### config.mk
export PLATFORM = sky130hd
export DESIGN_NAME = pipe_hazard_ctrl
export DESIGN_NICKNAME = d
export VERILOG_FILES = /design/src/rtl/pipe_hazard_ctrl_pkg.sv /design/src/rtl/pipe_stall_counter.sv /design/src/rtl/pipe_hazard_ctrl.sv
export SDC_FILE = /design/constraint.sdc
export NUM_CORES = 1
export LEC_CHECK = 0
export ABC_AREA = 1
export CORE_AREA = 2 2 114 116
export CTS_BUF_LIST = sky130_fd_sc_hd__clkbuf_8
export DETAILED_ROUTE_END_ITERATION = 10
export DIE_AREA = 0 0 116 118
export PLACE_DENSITY = 0.49
export SYNTH_ARGS = -nofsm -noshare
export SYNTH_HDL_FRONTEND = slang
export SYNTH_SLANG_ARGS = --single-unit
### constraint.sdc
create_clock -name clock -period 3.7 [get_ports clock]
set_input_delay 0.555 -clock clock [delete_from_list [all_inputs] [get_ports clock]]
set_output_delay 0.555 -clock clock [all_outputs]
set_load 0.005 [all_outputs]
### src/rtl/pipe_hazard_ctrl_pkg.sv
// Shared pipeline definitions: hazard FSM encoding and the hard-wired zero register.
package pipe_hazard_ctrl_pkg;

  typedef enum logic [1:0] {
    RUN         = 2'd0,
    DIV_WAIT    = 2'd1,
    DIV_RELEASE = 2'd2
  } hz_state_t;

  localparam logic [4:0] REG_ZERO = 5'd0;

endpackage

### src/rtl/pipe_stall_counter.sv
// 32-bit saturating event counter; increments on enabled edges and sticks at all-ones.
module pipe_stall_counter (
  input  logic        clock,
  input  logic        resetn,
  input  logic        en,
  output logic [31:0] count
);

  always_ff @(posedge clock or negedge resetn) begin
    if (!resetn) begin
      count <= '0;
    end else if (en && (count != '1)) begin
      count <= count + 32'd1;
    end
  end

endmodule

### src/rtl/pipe_hazard_ctrl.sv
// Front-end hazard control: load-use stalls, multi-cycle divide freeze and taken-branch flush.
module pipe_hazard_ctrl
  import pipe_hazard_ctrl_pkg::*;
#(
  parameter int unsigned DIV_CYCLES = 32
) (
  input  logic        clock,
  input  logic        resetn,
  input  logic [4:0]  id_rs,
  input  logic [4:0]  id_rt,
  input  logic        id_use_rs,
  input  logic        id_use_rt,
  input  logic        id_is_div,
  input  logic        id_branch_taken,
  input  logic        ex_wreg,
  input  logic        ex_m2reg,
  input  logic [4:0]  ex_rn,
  output logic        wpcir,
  output logic        bubble,
  output logic        flush_if,
  output logic        div_start,
  output logic        div_busy,
  output logic [31:0] stall_cycles
);

  hz_state_t  state;
  logic [7:0] div_cnt;
  logic       load_use;

  assign load_use = ex_wreg & ex_m2reg & (ex_rn != REG_ZERO) &
                    ((id_use_rs & (ex_rn == id_rs)) | (id_use_rt & (ex_rn == id_rt)));

  // Outputs decode state plus live inputs; reset overrides so they settle at once.
  always_comb begin
    wpcir     = 1'b1;
    bubble    = 1'b0;
    div_start = 1'b0;
    div_busy  = 1'b0;
    if (resetn) begin
      unique case (state)
        RUN: begin
          if (load_use) begin
            wpcir  = 1'b0;
            bubble = 1'b1;
          end else if (id_is_div) begin
            div_start = 1'b1;
            wpcir     = 1'b0;
            bubble    = 1'b1;
          end
        end
        DIV_WAIT: begin
          wpcir    = 1'b0;
          bubble   = 1'b1;
          div_busy = 1'b1;
        end
        DIV_RELEASE: ;
        default: ;
      endcase
    end
  end

  assign flush_if = id_branch_taken & wpcir;

  // The counter reaches zero on the edge that enters DIV_RELEASE, giving
  // DIV_CYCLES-1 wait cycles after the start cycle.
  always_ff @(posedge clock or negedge resetn) begin
    if (!resetn) begin
      state   <= RUN;
      div_cnt <= '0;
    end else begin
      unique case (state)
        RUN: begin
          if (!load_use && id_is_div) begin
            div_cnt <= 8'(DIV_CYCLES - 1);
            state   <= DIV_WAIT;
          end
        end
        DIV_WAIT: begin
          div_cnt <= div_cnt - 8'd1;
          if (div_cnt == 8'd1) begin
            state <= DIV_RELEASE;
          end
        end
        DIV_RELEASE: state <= RUN;
        default:     state <= RUN;
      endcase
    end
  end

  pipe_stall_counter u_stall_cnt (
    .clock  (clock),
    .resetn (resetn),
    .en     (~wpcir),
    .count  (stall_cycles)
  );

endmodule

==> report_table.html <==
<table>
<tr><th>Metric</th><th>Value</th></tr>
<tr><th colspan="2">Outcome</th></tr>
<tr><td>Run status</td><td>complete, no violations</td></tr>
<tr><th colspan="2">Global routing</th></tr>
<tr><td>Number of antenna violations at the first check in global routing</td><td>0</td></tr>
<tr><td>Wire length of the first global-routing pass</td><td>15.1 mm</td></tr>
<tr><td>Gr usage total</td><td>13.7%</td></tr>
<tr><td>Leftover overflow at the end of global routing</td><td>0</td></tr>
<tr><td>Vias in the first global route</td><td>3016</td></tr>
<tr><td>Largest net degree at the start of global routing</td><td>43</td></tr>
<tr><th colspan="2">CTS</th></tr>
<tr><td>Post-CTS resize count</td><td>0</td></tr>
<tr><td>TritonCTS clock tree</td><td>yes</td></tr>
<tr><td>Clock transition at the registers of the reported paths</td><td>around 0.090 ns</td></tr>
<tr><td>Hold bufs inserted after CTS</td><td>0</td></tr>
<tr><td>Clk_lat worst skew</td><td>0.31 ns</td></tr>
<tr><td>CTS root buffer</td><td>sky130_fd_sc_hd__clkbuf_8</td></tr>
<tr><td>Number of setup buffers added after CTS</td><td>0</td></tr>
<tr><td>Number of sinks handled by clock tree synthesis</td><td>42</td></tr>
<tr><td>TritonCTS Buffers</td><td>5</td></tr>
<tr><td>Maximum clock insertion buffer count</td><td>2</td></tr>
<tr><td>H-tree lvl count</td><td>2</td></tr>
<tr><th colspan="2">Finish</th></tr>
<tr><td>Nets</td><td>562</td></tr>
<tr><td>Count of antenna diodes in the layout</td><td>0</td></tr>
<tr><td>Filler cell count</td><td>1373</td></tr>
<tr><td>Synthesis-to-layout area growth</td><td>28.7%</td></tr>
<tr><td>Post-layout util</td><td>31.4%</td></tr>
<tr><td>Share of cells above drive strength 1</td><td>3.35%</td></tr>
<tr><th colspan="2">Timing</th></tr>
<tr><td>Max-slew violation count</td><td>0</td></tr>
<tr><td>Unrepaired setup endpoints after global routing</td><td>no</td></tr>
<tr><td>Largest clock skew in the final design</td><td>0.00944 ns</td></tr>
<tr><td>Setup tns final</td><td>0 ns</td></tr>
<tr><td>Transition at the pin with the smallest max-transition slack</td><td>between 0.6 and 0.7 ns</td></tr>
<tr><td>Final worst path period share</td><td>approximately 81%</td></tr>
<tr><td>Achievable clock frequency</td><td>332 MHz</td></tr>
<tr><td>Final hold violation count</td><td>0</td></tr>
<tr><td>Minimum clock period after layout</td><td>3.02 ns</td></tr>
<tr><td>Total of endpoints with negative setup slack in the final report</td><td>0</td></tr>
<tr><td>Slew headroom</td><td>57.5%</td></tr>
<tr><th colspan="2">Die</th></tr>
<tr><td>Placeable core area</td><td>12400 sq um</td></tr>
<tr><td>Die outline height</td><td>118 microns</td></tr>
<tr><td>Starting Density</td><td>24.4%</td></tr>
<tr><td>Standard-cell rows</td><td>41</td></tr>
<tr><td>Number of top-level design ports</td><td>60</td></tr>
<tr><td>Die Area</td><td>13700 sq um</td></tr>
<tr><td>Die Span X</td><td>116 microns</td></tr>
<tr><th colspan="2">Detailed routing</th></tr>
<tr><td>Drt initial violations</td><td>around 150</td></tr>
<tr><td>Drc violations</td><td>0</td></tr>
<tr><td>Via count normalized by instance count</td><td>roughly 4.5</td></tr>
<tr><td>Final ANT Viol Nets</td><td>0</td></tr>
<tr><td>Drt wl/cell</td><td>12.4 microns</td></tr>
<tr><td>DR vias</td><td>roughly 3200</td></tr>
<tr><td>First drt pass iteration count</td><td>4</td></tr>
<tr><td>Routed Wire Length</td><td>8.76 mm</td></tr>
<tr><th colspan="2">Placement</th></tr>
<tr><td>Count of port buffers added during placement</td><td>59</td></tr>
<tr><td>Detailed Place HPWL</td><td>6.71 mm</td></tr>
<tr><td>Routability-driven placement congestion ratio</td><td>approximately 0.86</td></tr>
<tr><th colspan="2">Yosys</th></tr>
<tr><td>Synthesized instance count</td><td>approximately 480</td></tr>
<tr><td>Distinct cell type count after synthesis</td><td>21</td></tr>
<tr><td>Number of synthesis warnings</td><td>0</td></tr>
<tr><td>Sequential fraction of the synthesis area</td><td>around a third</td></tr>
<tr><td>Mapped Area</td><td>3030 sq um</td></tr>
<tr><td>Syn Nets</td><td>504</td></tr>
<tr><td>Flip-flop and latch count after synthesis</td><td>between 40 and 50</td></tr>
<tr><td>Post-Syn Area per Cell</td><td>6.34 sq um</td></tr>
<tr><td>Largest cells by area after synthesis</td><td>sky130_fd_sc_hd__dfrtp_1 (35%), sky130_fd_sc_hd__nand2_1 (26%), sky130_fd_sc_hd__nor2_1 (9.0%)</td></tr>
<tr><td>Area leader, netlist</td><td>sky130_fd_sc_hd__dfrtp_1</td></tr>
<tr><td>Post-synth top area share</td><td>34.7%</td></tr>
<tr><th colspan="2">Critical path</th></tr>
<tr><td>Worst setup path class</td><td>in2out</td></tr>
<tr><td>Capturing point of the worst reg2reg path</td><td>u_stall_cnt.count[14]$_DFFE_PN0P_</td></tr>
<tr><td>Arrival time reported for the critical path endpoint</td><td>2.46 ns</td></tr>
<tr><td>Cells on worst reg2reg path</td><td>9</td></tr>
<tr><td>Critical Path Source Type</td><td>input pin</td></tr>
<tr><td>Crit path capture type</td><td>output pin</td></tr>
<tr><td>Critical Path Fanout Max</td><td>10</td></tr>
<tr><td>Required time reported for the critical path endpoint</td><td>~3.1 ns</td></tr>
<tr><td>R2r setup slk</td><td>1.12 ns</td></tr>
<tr><td>Crit Reg-Reg Startpoint</td><td>u_stall_cnt.count[0]$_DFFE_PN0P_</td></tr>
<tr><th colspan="2">Run</th></tr>
<tr><td>Maximum Capacitance Violations</td><td>0</td></tr>
<tr><th colspan="2">Hold path</th></tr>
<tr><td>Hold WC Path Type</td><td>in2async</td></tr>
<tr><th colspan="2">Power and ir drop</th></tr>
<tr><td>Ratio of total power to cell area</td><td>around 280 nW/um^2</td></tr>
<tr><td>Leak pwr</td><td>1.82 nW</td></tr>
<tr><td>Worst VDD drop</td><td>0.139 mV</td></tr>
</table>
==> cell usage in the layout (no fill, tap or decap), drive strengths merged <==
master,count
bufinv,1
buf,5
nand2,210
nand3b,14
clkdlybuf4s50,58
nor4,1
inv,38
xor2,10
xnor2,6
o21ai,5
nor3,2
nor2,74
clkinv,1
or3,1
ha,3
a31o,1
clkbuf,5
nand4,35
dfrtp,42
nand3,24
clkinvlp,1
==> cell families after synthesis <==
kind of cell / after synthesis / share of synthesized area, %
compound gates: 6 / 1.11
buf+inv: 50 / 7.10
simple gates: 361 / 51.3
xor+xnor: 16 / 4.62
flops: 42 / 34.7
fa+ha+maj: 3 / 1.24
==> flip-flops by register name, indices dropped and copies added (netlist names) <==
| register | cells |
|---|---|
| u_stall_cnt.count | 32 |
| div_cnt | 8 |
| state | 2 |
==> worst max-delay path, cell delays in order <==
cell and delay (ns):
sky130_fd_sc_hd__clkdlybuf4s50_1 0.45, sky130_fd_sc_hd__inv_1 0.12, sky130_fd_sc_hd__nand2_1 0.06, sky130_fd_sc_hd__nand2_1 0.06, sky130_fd_sc_hd__nor2_1 0.04, sky130_fd_sc_hd__nand3_1 0.07, sky130_fd_sc_hd__nand2_1 0.05, sky130_fd_sc_hd__nand2_1 0.07
sky130_fd_sc_hd__nand3_1 0.29, sky130_fd_sc_hd__nor2_1 0.18, sky130_fd_sc_hd__clkdlybuf4s50_1 0.52
==> how the worst max path moves through the flow <==
| stage | slack (ns) | end | depth (start not counted) | start |
|---|---|---|---|---|
| after floorplan | 1.78 | flush_if | 11 | ex_rn[3] |
| after global placement | 0.67 | div_start | 11 | ex_rn[3] |
| after detailed placement | 0.66 | div_start | 11 | ex_rn[3] |
| after CTS | 0.66 | div_start | 11 | ex_rn[3] |
| after global routing | 0.46 | div_start | 11 | ex_rn[1] |
| final | 0.68 | div_start | 11 | ex_rn[3] |
==> report_power, final <==
part	switching, mW	internal [mW]
Combinational	0.0845	0.102
Sequential	0.0465	0.481
Clock	0.178	0.199
==> area by class of cell <==
cell class / instances / area [sq um] / share of cell area [%]
Sequential cell: 42 / 1050 / 26.9
Multi-Input combinational cell: 386 / 1770 / 45.3
Inverter: 38 / 143 / 3.65
Timing Repair Buffer: 63 / 616 / 15.8
Clock buffer: 5 / 68.8 / 1.76
Clock inverter: 3 / 41.3 / 1.06
Tap cell: 172 / 215 / 5.51
==> cells in the mapped netlist <==
library cell and count:
sky130_fd_sc_hd__buf_2 4, sky130_fd_sc_hd__dfrtp_1 42, sky130_fd_sc_hd__nor2_4 1, sky130_fd_sc_hd__nor4_1 1, sky130_fd_sc_hd__xor2_1 10, sky130_fd_sc_hd__clkbuf_1 5, sky130_fd_sc_hd__nand3b_1 14, sky130_fd_sc_hd__ha_1 3
sky130_fd_sc_hd__nor2_1 73, sky130_fd_sc_hd__o21ai_0 5, sky130_fd_sc_hd__nand4_1 35, sky130_fd_sc_hd__clkinv_1 1, sky130_fd_sc_hd__nand3_1 21, sky130_fd_sc_hd__nor3_1 2, sky130_fd_sc_hd__xnor2_1 6, sky130_fd_sc_hd__a31o_2 1
sky130_fd_sc_hd__nand2_1 210, sky130_fd_sc_hd__buf_6 3, sky130_fd_sc_hd__or3_1 1, sky130_fd_sc_hd__nand3_2 3, sky130_fd_sc_hd__inv_1 37
==> per-layer routing <==
| metal | global-route usage (%) | routed length, microns | vias to the layer above |
|---|---|---|---|
| li1 | - | - | 1639 |
| met1 | 18.6 | 4090 | 1447 |
| met2 | 21.6 | 4100 | 65 |
| met3 | 2.57 | 393 | 12 |
| met4 | 4.69 | 184 | 0 |
| met5 | 0 | 0 | - |
==> stage by stage <==
stage                     cell area (sq um)  total power [mW]  worst slack (ns)  std cells  hold WS (ns)
after detailed placement               3790             0.727             0.662        701         0.527
final                                  3900              1.09             0.685        709         0.401
after global routing                   3900              1.15             0.463        709         0.460
after global placement                 3790             0.724             0.668        701         0.517
after CTS                              3900              1.11             0.663        709         0.437
after floorplan                        3030             0.611              1.78        478         0.259
No activity file was read; power rests on OpenSTA's default activity.
